$ cat src/rtl/fft_pkg.sv
// rtl/fft_pkg.sv - shared defaults and state encoding for the FFT stage sequencer
package fft_pkg;

  localparam int NUMSTAGES_DEF = 8;
  localparam int NUMPASSES_DEF = 5;
  localparam int PIPE_LAT_DEF  = 4;

  typedef enum logic [2:0] {
    ST_IDLE    = 3'd0,
    ST_LOAD    = 3'd1,
    ST_COMPUTE = 3'd2,
    ST_DRAIN   = 3'd3,
    ST_UNLOAD  = 3'd4
  } seq_state_t;

endpackage

$ cat src/rtl/fft_delay_line.sv
// rtl/fft_delay_line.sv - fixed-depth shift register with synchronous clear
module fft_delay_line #(
  parameter int WIDTH = 7,
  parameter int DEPTH = 4
) (
  input  logic             clk,
  input  logic             clr,
  input  logic [WIDTH-1:0] din,
  output logic [WIDTH-1:0] dout
);

  logic [WIDTH-1:0] taps [DEPTH];

  always_ff @(posedge clk) begin
    if (clr) begin
      for (int i = 0; i < DEPTH; i++) taps[i] <= '0;
    end else begin
      taps[0] <= din;
      for (int i = 1; i < DEPTH; i++) taps[i] <= taps[i-1];
    end
  end

  assign dout = taps[DEPTH-1];

endmodule

$ cat src/rtl/fft_stage_sequencer.sv
// rtl/fft_stage_sequencer.sv - load / multi-pass compute / unload sequencer for an in-place radix-4 FFT
module fft_stage_sequencer
  import fft_pkg::*;
#(
  parameter int NUMSTAGES = NUMSTAGES_DEF,
  parameter int NUMPASSES = NUMPASSES_DEF,
  parameter int PIPE_LAT  = PIPE_LAT_DEF
) (
  input  logic                 clk,
  input  logic                 rst,
  input  logic                 start,
  input  logic                 in_valid,
  output logic                 in_ready,
  input  logic                 out_ready,
  output logic                 out_valid,
  output logic [NUMSTAGES-3:0] counter_r,
  output logic [NUMSTAGES-3:0] wr_counter_r,
  output logic [2:0]           stage_num_r,
  output logic                 rd_en,
  output logic                 wr_en,
  output logic                 busy,
  output logic                 done
);

  localparam int CW = NUMSTAGES - 2;
  localparam int DW = (PIPE_LAT > 1) ? $clog2(PIPE_LAT) : 1;
  localparam logic [CW-1:0] CMAX  = '1;
  localparam logic [DW-1:0] DLAST = DW'(PIPE_LAT - 1);

  seq_state_t      state;
  logic [DW-1:0]   drain_cnt;
  logic [CW:0]     dl_out;

  // All outputs are registered and updated on the same edge as the state change.
  always_ff @(posedge clk) begin
    if (rst) begin
      state       <= ST_IDLE;
      counter_r   <= '0;
      stage_num_r <= '0;
      drain_cnt   <= '0;
      in_ready    <= 1'b0;
      out_valid   <= 1'b0;
      rd_en       <= 1'b0;
      busy        <= 1'b0;
      done        <= 1'b0;
    end else begin
      done <= 1'b0;
      case (state)
        ST_IDLE: begin
          if (start) begin
            state       <= ST_LOAD;
            counter_r   <= '0;
            stage_num_r <= '0;
            in_ready    <= 1'b1;
            busy        <= 1'b1;
          end
        end
        ST_LOAD: begin
          if (in_valid) begin
            counter_r <= counter_r + 1'b1;
            if (counter_r == CMAX) begin
              state    <= ST_COMPUTE;
              in_ready <= 1'b0;
              rd_en    <= 1'b1;
            end
          end
        end
        ST_COMPUTE: begin
          counter_r <= counter_r + 1'b1;
          if (counter_r == CMAX) begin
            state     <= ST_DRAIN;
            rd_en     <= 1'b0;
            drain_cnt <= '0;
          end
        end
        ST_DRAIN: begin
          // Hold off reads until the pipeline has written back this pass.
          if (drain_cnt == DLAST) begin
            if (stage_num_r < 3'(NUMPASSES - 1)) begin
              stage_num_r <= stage_num_r + 1'b1;
              state       <= ST_COMPUTE;
              rd_en       <= 1'b1;
            end else begin
              stage_num_r <= 3'(NUMPASSES);
              state       <= ST_UNLOAD;
              out_valid   <= 1'b1;
            end
          end else begin
            drain_cnt <= drain_cnt + 1'b1;
          end
        end
        ST_UNLOAD: begin
          if (out_ready) begin
            counter_r <= counter_r + 1'b1;
            if (counter_r == CMAX) begin
              state       <= ST_IDLE;
              out_valid   <= 1'b0;
              busy        <= 1'b0;
              done        <= 1'b1;
              stage_num_r <= '0;
            end
          end
        end
        default: state <= ST_IDLE;
      endcase
    end
  end

  fft_delay_line #(
    .WIDTH (CW + 1),
    .DEPTH (PIPE_LAT)
  ) u_wr_delay (
    .clk  (clk),
    .clr  (rst),
    .din  ({rd_en, counter_r}),
    .dout (dl_out)
  );

  assign wr_en        = dl_out[CW];
  assign wr_counter_r = dl_out[CW-1:0];

endmodule

$ cat config.mk
export PLATFORM = sky130hd
export DESIGN_NAME = fft_stage_sequencer
export DESIGN_NICKNAME = d
export VERILOG_FILES = /design/src/rtl/fft_pkg.sv /design/src/rtl/fft_delay_line.sv /design/src/rtl/fft_stage_sequencer.sv
export SDC_FILE = /design/constraint.sdc
export NUM_CORES = 1
export LEC_CHECK = 0
export ABC_AREA = 0
export CORE_MARGIN = 2
export CORE_UTILIZATION = 57
export DETAILED_ROUTE_END_ITERATION = 6
export PLACE_DENSITY = 0.91
export SKIP_CTS_REPAIR_TIMING = 1
export SLEW_MARGIN = 25
export SYNTH_ARGS = -nofsm -noshare
export SYNTH_HDL_FRONTEND = slang
export SYNTH_SLANG_ARGS = --single-unit
$ cat constraint.sdc
create_clock -name clk -period 3.3 [get_ports clk]
set_input_delay 0.33 -clock clk [delete_from_list [all_inputs] [get_ports clk]]
set_output_delay 0.33 -clock clk [all_outputs]
set_load 0.02 [all_outputs]
Word level (Yosys, flattened, before mapping)

Memory sizes are Yosys's and may differ from the RTL's.
Index checks and enable logic that the tools add are counted.

Flip-flop bits (word level): 19
RAM bits: 28
Bits of input ports: 5
Output and inout port bits: 21
Memories kept: 1

Memories:

| name            | words | bits a word | rd ports | clocked after Yosys merged registers in | write ports | line                 | RTL |
|---|---|---|---|---|---|---|---|
| u_wr_delay.taps | 4     | 7           | 4        | 0                                       | 4           | fft_delay_line.sv:12 | `logic [WIDTH-1:0] taps [DEPTH];` |

$add $sub $neg: 3
Order comparisons: 1
Eq/ne operators: 16
Mux-type cells: 42
Bitwise gates (word level): 6
Reductions and logical operators: 17

Operator list:

| kind                                                             | count |
|---|---|
| 3-bit 2-to-1 mux                                                 | 11 |
| 7-bit 2-to-1 mux                                                 | 4 |
| 6-bit case mux with 4 select lines                               | 1 |
| 2-bit inequality test (second input constant)                    | 10 |
| 6-bit 2-to-1 mux                                                 | 3 |
| 3-bit case mux with 5 select lines                               | 1 |
| 1-bit 2-to-1 mux                                                 | 14 |
| 4-bit AND reduction                                              | 3 |
| 5-bit AND reduction                                              | 2 |
| 3-bit case mux with 3 select lines                               | 1 |
| 2-bit nonzero test                                               | 4 |
| 7-bit AND reduction                                              | 1 |
| 6-bit by 1-bit adder with 6-bit output (second input constant)   | 1 |
| 3-bit by 2-bit == test with 1-bit output (second input constant) | 2 |
| 6-bit == test (second input constant)                            | 1 |
| 1-bit case mux with 2 select lines                               | 3 |
| 6-bit AND reduction                                              | 1 |
| 3-bit nonzero test                                               | 2 |
| 2-bit 2-to-1 mux                                                 | 2 |
| 1-bit OR                                                         | 4 |
| 2-bit case mux with 2 select lines                               | 1 |
| 4-bit nonzero test                                               | 1 |
| 3-bit by 1-bit adder with 3-bit output (second input constant)   | 1 |
| 3-bit by 1-bit == test with 1-bit output (second input constant) | 1 |
| other kinds (9)                                                  | 10 |

Longest topological paths before layout

Word-level depth: 4
Depth in mapped cells: 6
Depth with buffers taken out: 5

Hierarchy

A second synthesis with hierarchy kept.

Cells, all modules: 176
Area total of the unflattened synthesis: 1761.7 um2

By module, submodules not included:

| module              | times used | cells each | area an instance (um2) | seq. area each (um2) |
|---|---|---|---|---|
| fft_stage_sequencer | 1          | 118        | 983.4                  | 380.4 |
| fft_delay_line      | 1          | 58         | 778.2                  | 560.5 |

Worst setup path after synthesis

OpenSTA, ideal clock, no wires.

Kind: register to register
From: register counter_r[0]
To: register state[1]
Arrival time: 1.489 ns
Setup slack: 1.698 ns
Cell stages (with the launch flop): 7
Path buffers: 1
Period minus slack after synthesis: 1.602 ns
Cell sequence: dfxtp_1 ha_1 and3_1 buf_2 and2_1 nand2_1 a2111oi_1

Word-level cells in the longest chain between the ends: 3
Elaborated cells on any way between the ends: 5
Classes of those cells: 4 x eq/ne; 1 x reduce/logical

RTL lines:

| what                              | line                                                                            | RTL |
|---|---|---|
| start, declared                   | fft_stage_sequencer.sv:16                                                       | `output logic [NUMSTAGES-3:0] counter_r,` |
| start signal, assigned            | fft_stage_sequencer.sv:60                                                       | `counter_r <= counter_r + 1'b1;` |
| start signal, assigned            | fft_stage_sequencer.sv:69                                                       | `counter_r <= counter_r + 1'b1;` |
| start signal, assigned            | fft_stage_sequencer.sv:94                                                       | `counter_r <= counter_r + 1'b1;` |
| 6-bit == test (*)                 | fft_stage_sequencer.sv:61, fft_stage_sequencer.sv:70, fft_stage_sequencer.sv:95 |  |
| 2-bit inequality test (no line)   | n/a                                                                             |  |
| 7-bit AND reduction (no line) (*) | n/a                                                                             |  |
| end signal, assigned              | fft_stage_sequencer.sv:62                                                       | `state <= ST_COMPUTE;` |
| end signal, assigned              | fft_stage_sequencer.sv:71                                                       | `state <= ST_DRAIN;` |
| end signal, assigned              | fft_stage_sequencer.sv:96                                                       | `state <= ST_IDLE;` |
| end, declared                     | fft_stage_sequencer.sv:30                                                       | `seq_state_t state;` |

Mark *: on every way between the ends. The rest lies on a longest branch, timed or not.
A chain may end at the register's enable or synchronous reset.

Final worst setup path

From: register state[1]
To: register counter_r[0]

Word-level cells in the longest chain between the ends: 3
Elaborated cells on any way between the ends: 10
Classes of those cells: 6 x eq/ne; 1 x mux; 3 x reduce/logical

RTL lines:

| what                                                                  | line                      | RTL |
|---|---|---|
| start signal, assigned                                                | fft_stage_sequencer.sv:37 | `state <= ST_IDLE;` |
| start signal, assigned                                                | fft_stage_sequencer.sv:51 | `state <= ST_LOAD;` |
| start signal, assigned                                                | fft_stage_sequencer.sv:62 |  |
| 3-bit == test (tied with other cells)                                 | fft_stage_sequencer.sv:48 | `case (state)` |
| 4-bit nonzero test (no line) or 2-bit inequality test (tied branches) | n/a                       |  |
| 4-bit AND reduction (no line)                                         | n/a                       |  |

Several ways; a longest one is shown, not always the timed one.

==> impl_metrics.json <==
{
  "dp_hpwl_um": 2430,
  "root_buffer": "clkbuf_4",
  "routedWlPerCell_um": 13.8,
  "initial_core_util": 0.606,
  "worst_setup_path_start_kind": "flop",
  "ff_latch_area_um2": 941,
  "synth_async_sr_flop_share": 0,
  "antenna_found_initial": 0,
  "synth.avg_cell_area_um2": 9.85,
  "fp.dieW_um": 61.5,
  "comb_power_frac": 0.056,
  "hold-worst-slack_ps": 454,
  "setup_viol": 0,
  "layout.nets": 215,
  "flow.area_growth_from_synthesis_pct": 15.9,
  "post-route-util": 0.703,
  "synthTopCellsByCount": "dfxtp_1, nor2b_1, nor2_1, a21oi_1",
  "netSwitchingFraction": 0.234,
  "grt.overflow.total": 0,
  "antenna_cells": 0,
  "syn-cell-area_um2": 1880,
  "setup_clock_skew_after_layout_ps": 10.5,
  "critical_path.endpoint_type": "flop",
  "cp_slowest_cell": "dfxtp_1",
  "dpl-instance-area_um2": 2100,
  "max_stage_delay_ps": 760,
  "post_route_cells_drive_above_1_share": 0.0817,
  "placement_rows": 20,
  "leakage_nw": 0.791,
  "ioPinCount": 26,
  "post-synth-top-count-cell": "dfxtp_1",
  "detailedRoute.firstIterationViolations": 64,
  "mappedNetlistNets": 199,
  "synth.lib_cells_used.distinct": 43,
  "ir_drop_uv": 265,
  "clk_latency_ps": 380,
  "final_period_minus_worst_setup_slack_ps": 2000,
  "via_per_inst": 5.68,
  "cts-buffers-inserted": 5,
  "ys_seq_elements": 47,
  "final-hold-violation-count": 0,
  "run_status": "finished, final reports clean",
  "port_buffers": 25,
  "path_clk_slew_ps": 140,
  "post-synth-top-area-fraction": 0.500,
  "die_height_um": 61.5,
  "ant_nets": 0,
  "overall_track_demand_over_capacity_in_global_routing": 0.217,
  "dr.pass1.iters": 5,
  "finalInstanceArea_um2": 2180,
  "met3_wire_len_um": 284,
  "cp_num_buf_inv": 0,
  "critical_path.top_delay_family": "flip-flops",
  "routedLengthMet1_um": 1430,
  "drt_drc_violations_left": 0,
  "sequential_cell_area_fraction_in_the_yosys_report": 0.500,
  "fp.dieArea_um2": 3780,
  "finish.cell_count_without_fillers": 252,
  "crit_path_cell_trace": "nor2_1 > a32oi_2 > a21boi_4 > mux2_1",
  "synth_top_cell_by_area": "dfxtp_1",
  "power.net_switching_mw": 0.232,
  "clock.fmax_mhz": 500,
  "tritoncts_clock_tree": "built",
  "hold_class": "reg -> reg",
  "critical_path_fanouts_max": 20,
  "worst_slew_margin_relative_to_its_limit": 0.459,
  "met2_wirelength_um": 1690,
  "multiInputGateArea_um2": 828,
  "power.clock.fraction": 0.359,
  "critPathArrivalTime_ps": 2290,
  "design_power_total_mw": 0.990,
  "routability_congestion_estimate_from_global_placement": 0.893,
  "final.setup.worst_slack_ps": 1300,
  "cap_violations": 0,
  "timing_worst_setup_path_type": "reg -> reg",
  "htree_levels": 2,
  "detail_route.wirelength_um": 3480,
  "num_vias": 1432,
  "setup-tns-final_ps": 0,
  "sequentialPowerShare": 0.584,
  "power.density_nw_per_um2": 454,
  "clock-sinks": 47,
  "clock_tree.buffer_depth": 2,
  "dp.cells": 244,
  "ys_dominant_reg_cell": "dfxtp_1",
  "yosys_warnings": 0,
  "cell_internal_pwr_mw": 0.758,
  "final_min_period_over_clock_period": 0.607,
  "grt_start_max_net_pins": 23,
  "edff_count_synth": 0,
  "timing_worst_slew_pin_value_ps": 809,
  "top_layer_used": "met4",
  "slew_violations": 0,
  "design.core.area_um2": 3100,
  "cp.required_ps": 3590,
  "grt_pass1_wl_um": 5760,
  "post_synth_main_area_contributors": "dfxtp_1, nor2b_1, a22o_1",
  "first_global_vias": 1242,
  "n_fill_cell": 260,
  "rsz0062_at_grt": "false",
  "place_worst_setup_slack_ps": 1090,
  "synth_cells": 191
}
==> state kept, by name, indices dropped and copies added (netlist names), 2 cells and up <==
| register | cells |
|---|---|
| state | 3 |
| drain_cnt | 2 |
| stage_num_r | 3 |
| u_wr_delay.taps | 28 |
| counter_r | 6 |
==> worst register-to-register path, stage by stage (launching register included) <==
cell and delay, ps:
dfxtp_1 760, nor2_1 210, a32oi_2 490, a21boi_4 140
mux2_1 310
==> path summary, 6_finish.rpt <==
path / startpoint / to / slack [ps] / depth (start not counted)
worst max-delay path: state[1] / counter_r[0] / 1300 / 4
worst min-delay path: u_wr_delay.taps[0][15] / u_wr_delay.taps[0][22] / 450 / 1
worst max register to register: state[1] / counter_r[0] / 1300 / 4
worst min register to register: u_wr_delay.taps[0][15] / u_wr_delay.taps[0][22] / 450 / 1
==> cell usage in the layout (no fill, tap or decap), types with 3 or more instances in the layout <==
cell,instances
dfxtp_1,47
nor2b_1,29
clkdlybuf4s50_1,25
nor2_1,13
a21oi_1,8
and2_1,6
nand2_1,6
a22o_1,6
nor3_1,5
a31oi_1,5
clkbuf_4,5
inv_1,4
nand3_1,4
nand2b_1,3
a211oi_1,3
o21ai_0,3
ha_1,3
==> routing by layer <==
metal  vias up  track usage
met4         0       0.0912
met2        78        0.339
li1        696            -
met1       650        0.273
met3         8       0.0756
met5         -            0
==> power by group through the flow <==
stage	Clock, mW	Combinational, mW	Sequential, mW
5_1_grt	0.382	0.0604	0.580
4_1_cts	0.357	0.0555	0.578
6_report	0.356	0.0557	0.579
3_5_place_dp	0	0.0549	0.591
3_3_place_gp	0	0.0526	0.591
2_1_floorplan	0	0.0359	0.590
==> cell type report <==
class	count	area share
Clock inverter	3	0.0212
Inverter	4	0.00688
Sequential cell	47	0.431
Tap cell	44	0.0252
Clock buffer	5	0.0172
Multi-Input combinational cell	123	0.380
Timing Repair Buffer	26	0.118
==> kinds of logic after synthesis <==
group,count (synthesis),synth area share
fa+ha+maj,3,0.0199
flops,47,0.500
compound gates,42,0.184
buf+inv,21,0.0598
mux,2,0.0113
simple gates,76,0.225
(Power assumes the default switching activity.)
==> edit 1 (same settings) <==
The 5 states of `seq_state_t` get a one-hot encoding in 5 bits.
--- a/src/rtl/fft_pkg.sv
+++ b/src/rtl/fft_pkg.sv
@@ -5,12 +5,12 @@
   localparam int NUMPASSES_DEF = 5;
   localparam int PIPE_LAT_DEF  = 4;
 
-  typedef enum logic [2:0] {
-    ST_IDLE    = 3'd0,
-    ST_LOAD    = 3'd1,
-    ST_COMPUTE = 3'd2,
-    ST_DRAIN   = 3'd3,
-    ST_UNLOAD  = 3'd4
+  typedef enum logic [4:0] {
+    ST_IDLE    = 5'b00001,
+    ST_LOAD    = 5'b00010,
+    ST_COMPUTE = 5'b00100,
+    ST_DRAIN   = 5'b01000,
+    ST_UNLOAD  = 5'b10000
   } seq_state_t;
 
 endpackage
Function: no difference found for any inputs over 10 cycles, from zero or initial values and one cycle with rst high; not proved beyond that.
==> edit 1 against the original RTL <==
  * Sequential power grew 4.7%
  * Wire length grew 0.83%
  * Largest cell class unchanged
  * Setup slack lost 0.00096 ns
  * Sequential cell count grew 2
  * Cell area grew 2.8%
  * Via count grew 0.49%
  * Critical path depth grew 2
  * Power shrank 3.3%
  * First-iteration DRC count grew 1.6%
  * Area after synthesis grew 4.7%
==> edit 1: results (changes against the original RTL) <==
status=finished clean; Worst slew margin=65.2% (+19 points); Clock Latency Late Sink=around 0.37 ns; placed insts=257 (+5.3%); Clock Path Buffers=2 (unchanged); Synth cell types=47 (+9.3%); Fin Clk Skew=0.0135 ns (+0.00294 ns); final setup TNS=0 ns (unchanged); Yosys Warn Count=0 (unchanged); H-tree levels=2 (unchanged); Post-Route WL=3510 um (+0.83%); Diodes inserted=0 (unchanged); register area share after synthesis=49.8% (-0.22 points); fraction of layout cells with a size suffix above 1=8.68% (+0.50 points); pin count of the biggest net entering global routing=32 (+39%); clock slew at reported path FFs=0.15 ns; post-route ant nets=0 (unchanged); Synth Net Count=209 (+5.0%); maximum vdd drop=0.000203 V (-23%); Synth async-reset ratio=0% (unchanged); HP Class=in -> reg; synth top area cells=dfxtp_1, nor2b_1, a21oi_1, buf_4, nor2_1; largest registers=u_wr_delay.taps: 28 flops, counter_r: 6 flops, state: 5 flops; most frequent cells after synthesis=dfxtp_1, nor2b_1, a21oi_1; hpwl dp=2600 um (+7.4%); reg2reg setup slack=1.30 ns (about the same); vias in the first global route=1361 (+9.6%); NumNets Final=226 (+5.1%); Via density=5.43 (-4.4%); leakage power=0.000860 uW (+8.7%); first-pass GRT wire length=6060 um (+5.2%); CTS Root Buffer Type=clkbuf_4; 1st-iter DRT viols=65 (+1.6%); total track usage=19.8% (-1.9 points); CTS buffer count=5 (unchanged); DRT Pass-1 Iters=4 (-1); Filler Cell Count=266 (+2.3%); gpl congestion=0.832 (-6.9%); port bufs=25 (unchanged); non-filler instance count after layout=265 (+5.2%); critical path data arrival time=about 2.3 ns; initial antenna violation count=0 (unchanged); crit-path max FO=6 (-70%); Mean Syn Cell Area=9.80 um2 (-0.49%)
-- edit 1: cell types whose count changed after synthesis, sizes merged, moves of 3 or more --
| cell | before | now |
|---|---|---|
| a21oi | 8 | 15 |
| a22o | 6 | 1 |
| o211ai | 1 | 4 |
| and2 | 6 | 2 |
| o21ai | 3 | 7 |
| a31oi | 5 | 0 |
-- edit 1: worst max-delay path, cell delays in order (launching register included) --
cell	delay, ns
dfxtp_1	0.44
ha_1	0.22
and3_2	0.24
a311o_1	0.26
nor4b_4	0.41
a21oi_1	0.13
a311oi_1	0.23
-- edit 1: through the flow --
stage	power (uW)	setup slack, ns	cell area, um2	hold slack [ns]
2_1_floorplan	667	1.43	1970	0.413
3_3_place_gp	685	1.24	2180	0.416
3_5_place_dp	687	1.20	2180	0.424
4_1_cts	966	1.30	2250	0.444
5_1_grt	993	1.14	2240	0.427
6_report	957	1.30	2240	0.402
-- edit 1: path summary, 6_finish.rpt --
| kind | cells after the start | from | end |
|---|---|---|---|
| max | 6 | counter_r[0]$_SDFFE_PP0P_ | busy$_SDFFE_PP0P_ |
| min | 2 | rst | u_wr_delay.taps[0][22]$_SDFF_PP0_ |
| max reg2reg | 6 | counter_r[0]$_SDFFE_PP0P_ | busy$_SDFFE_PP0P_ |
| min reg2reg | 1 | u_wr_delay.taps[0][6]$_SDFF_PP0_ | u_wr_delay.taps[0][13]$_SDFF_PP0_ |
-- edit 1: layout make-up --
class,count,area share (%)
Sequential cell,49,43.8
Multi-Input combinational cell,132,38.9
Timing Repair Buffer,26,11.3
Tap cell,46,2.57
Clock buffer,5,1.67
Clock inverter,3,1.17
Inverter,4,0.670
-- edit 1: logic make-up after synthesis --
group,share of synthesized area (%)
DFF,49.8
adders and majority gates,1.90
xor gates and xnor gates,0.889
muxes,1.52
AOI/OAI and AO/OA,15.1
and+or+nand+nor,24.8
buffers and inverters,5.97
-- edit 1: power by group --
part / total (uW) / switching (uW) / internal (uW)
Combinational: 67.3 / 38.5 / 28.8
Sequential: 606 / 8.26 / 597
Clock: 284 / 196 / 88.0
-- edit 1: routing by layer --
| layer | routed length (um) | GRT usage [%] |
|---|---|---|
| met1 | 1570 | 22.5 |
| met2 | 1720 | 34.1 |
| met3 | 130 | 4.50 |
| met4 | 89 | 10.8 |
| met5 | 0 | 0 |
==> edit 2 (same flow settings) <==
Made on the original files. `NUMSTAGES_DEF`: 8 -> 7.
--- a/src/rtl/fft_pkg.sv
+++ b/src/rtl/fft_pkg.sv
@@ -1,7 +1,7 @@
 // rtl/fft_pkg.sv - shared defaults and state encoding for the FFT stage sequencer
 package fft_pkg;
 
-  localparam int NUMSTAGES_DEF = 8;
+  localparam int NUMSTAGES_DEF = 7;
   localparam int NUMPASSES_DEF = 5;
   localparam int PIPE_LAT_DEF  = 4;
 
Ports: changed (resized counter_r and wr_counter_r); port bits go from 26 to 24. The function was not compared with the original's and may differ.
==> edit 2 against the original RTL <==
  * Maximum frequency rose by 2.3%
  * Non-clock buffer count shrank 2
  * Area after synthesis decreased by 15%
  * Critical path type unchanged
  * Setup slack gained 0.044 ns
  * Sequential share of layout area grew 1.5 points
  * First-iteration DRC count decreased by 28%
  * Cell area down 14%
  * Count of clock-buffer cells in the layout increased by 1
  * Wire length is 13% lower
  * Die area down 14%
  * Sequential cell count shrank 5
  * Highest routed layer unchanged
  * Critical path depth rose by 2
Power is not compared: it rests on default switching activity, and its combinational part moved more than twofold at a synthesized area within 25%.
==> edit 2: results (changes against the original RTL) <==
Worst Setup End Kind=register; critical path data arrival time=2.16 ns (-0.13 ns); Diodes inserted=0 (unchanged); DRT Pass-1 Iters=4 (-1); Yosys Warn Count=0 (unchanged); Gate Count Post-Synth=161 (-16%); Worst-Margin Slew=0.813 ns (+0.00366 ns); r2r worst-path depth=6 (+2); Clock Path Buffers=2 (unchanged); Filler Cell Count=223 (-14%); maximum vdd drop=a little under 0.0006 V; Via density=5.87 (+3.3%); CP max-delay cell=a311o_1; initial antenna violation count=0 (unchanged); R2R Path End=stage_num_r[2]$_SDFFE_PP0P_; Synth async-reset ratio=0% (unchanged); non-filler instance count after layout=212 (-16%); gpl congestion=0.819 (-8.3%); reg2reg setup slack=1.34 ns (+0.04 ns); placed insts=204 (-16%); NumNets Final=189 (-12%); vias in the first global route=1229 (-1.0%); Synth Net Count=170 (-15%); total track usage=20.4% (-1.2 points); port bufs=23 (-8.0%); CP max stage delay=0.44 ns (-0.32 ns); most frequent cells after synthesis=dfxtp_1, nor2b_1, nor2_1; status=finished clean; first-pass GRT wire length=5080 um (-12%); clock slew at reported path FFs=0.12 ns (-0.02 ns); synth top area cells=dfxtp_1, nor2b_1, buf_4, ha_1, nor2_1; HP Class=reg -> reg; top-count cell post-synth=dfxtp_1; H-tree levels=2 (unchanged); largest registers=u_wr_delay.taps: 24 flops, counter_r: 5 flops; Fin Clk Skew=0.00875 ns (-0.00176 ns); Clock Latency Late Sink=0.35 ns (-0.03 ns); cell family with most CP delay=compound AO/OA/AOI/OAI gates; CTS buffer count=5 (unchanged); pin count of the biggest net entering global routing=24 (+4.3%); leakage power=roughly 0.00072 uW; register area share after synthesis=52.6% (+2.6 points); fraction of layout cells with a size suffix above 1=7.18% (-0.99 points); 1st-iter DRT viols=46 (-28%); hpwl dp=2100 um (-13%); final setup TNS=0 ns (unchanged); Critical Path Start=counter_r[0]$_SDFFE_PP0P_; Synth cell types=37 (-14%); crit-path max FO=7 (-65%); routed length per instance=14.3 um (+3.4%); CTS Root Buffer Type=clkbuf_4
edit 2: cells by family after synthesis:
| group | Yosys count | share of synthesized area [%] |
|---|---|---|
| compound gates | 35 | 15.4 |
| xor+xnor | 1 | 0.548 |
| fa+ha+maj | 4 | 3.13 |
| buf+inv | 18 | 5.95 |
| flops | 42 | 52.6 |
| simple gates | 61 | 22.4 |
edit 2: layout make-up:
| cell class | instances | area (um2) | share of cell area [%] |
|---|---|---|---|
| Tap cell | 31 | 38.8 | 2.06 |
| Clock buffer | 6 | 41.3 | 2.19 |
| Clock inverter | 2 | 37.5 | 1.99 |
| Multi-Input combinational cell | 101 | 663 | 35.2 |
| Timing Repair Buffer | 24 | 238 | 12.6 |
| Inverter | 6 | 22.5 | 1.20 |
| Sequential cell | 42 | 841 | 44.7 |
edit 2: per-layer routing:
metal | vias up | wire (um) | global-route usage (%)
met2 | 71 | 1500 | 34.5
met4 | 0 | 56 | 10.3
met1 | 567 | 1220 | 22.9
met3 | 9 | 259 | 7.03
li1 | 597 | - | -
met5 | - | 0 | 0
edit 2: where the power goes:
part           switching [uW]  internal [uW]
clock network             161            160
logic                     191            157
registers                63.3            555
total                     415            872
edit 2: worst min path at each step:
stage | start | to | cells after the start
floorplan | u_wr_delay.taps[0][4]$_SDFF_PP0_ | u_wr_delay.taps[0][10]$_SDFF_PP0_ | 1
global placement | u_wr_delay.taps[0][7]$_SDFF_PP0_ | u_wr_delay.taps[0][13]$_SDFF_PP0_ | 1
detailed placement | u_wr_delay.taps[0][1]$_SDFF_PP0_ | u_wr_delay.taps[0][7]$_SDFF_PP0_ | 1
CTS | u_wr_delay.taps[0][1]$_SDFF_PP0_ | u_wr_delay.taps[0][7]$_SDFF_PP0_ | 1
global route | u_wr_delay.taps[0][1]$_SDFF_PP0_ | u_wr_delay.taps[0][7]$_SDFF_PP0_ | 1
finish | u_wr_delay.taps[0][1]$_SDFF_PP0_ | u_wr_delay.taps[0][7]$_SDFF_PP0_ | 1
edit 2: stage by stage:
step / utilization [%] / area [um2] / setup slack [ns] / total power, uW / hold slack (ns)
global placement: 66.5 / 1800 / 1.23 / 953 / 0.416
finish: 69.4 / 1880 / 1.34 / 1290 / 0.449
CTS: 69.4 / 1880 / 1.35 / 1290 / 0.450
floorplan: - / 1600 / 1.49 / 869 / 0.414
detailed placement: 66.5 / 1800 / 1.10 / 967 / 0.420
global route: 69.4 / 1880 / 1.19 / 1350 / 0.469
edit 2: worst reg2reg max path: stages (launching register included):
cell	delay, ns
dfxtp_1	0.38
ha_1	0.25
and3_1	0.19
ha_1	0.27
a311o_1	0.44
a31oi_1	0.21
a211oi_1	0.07
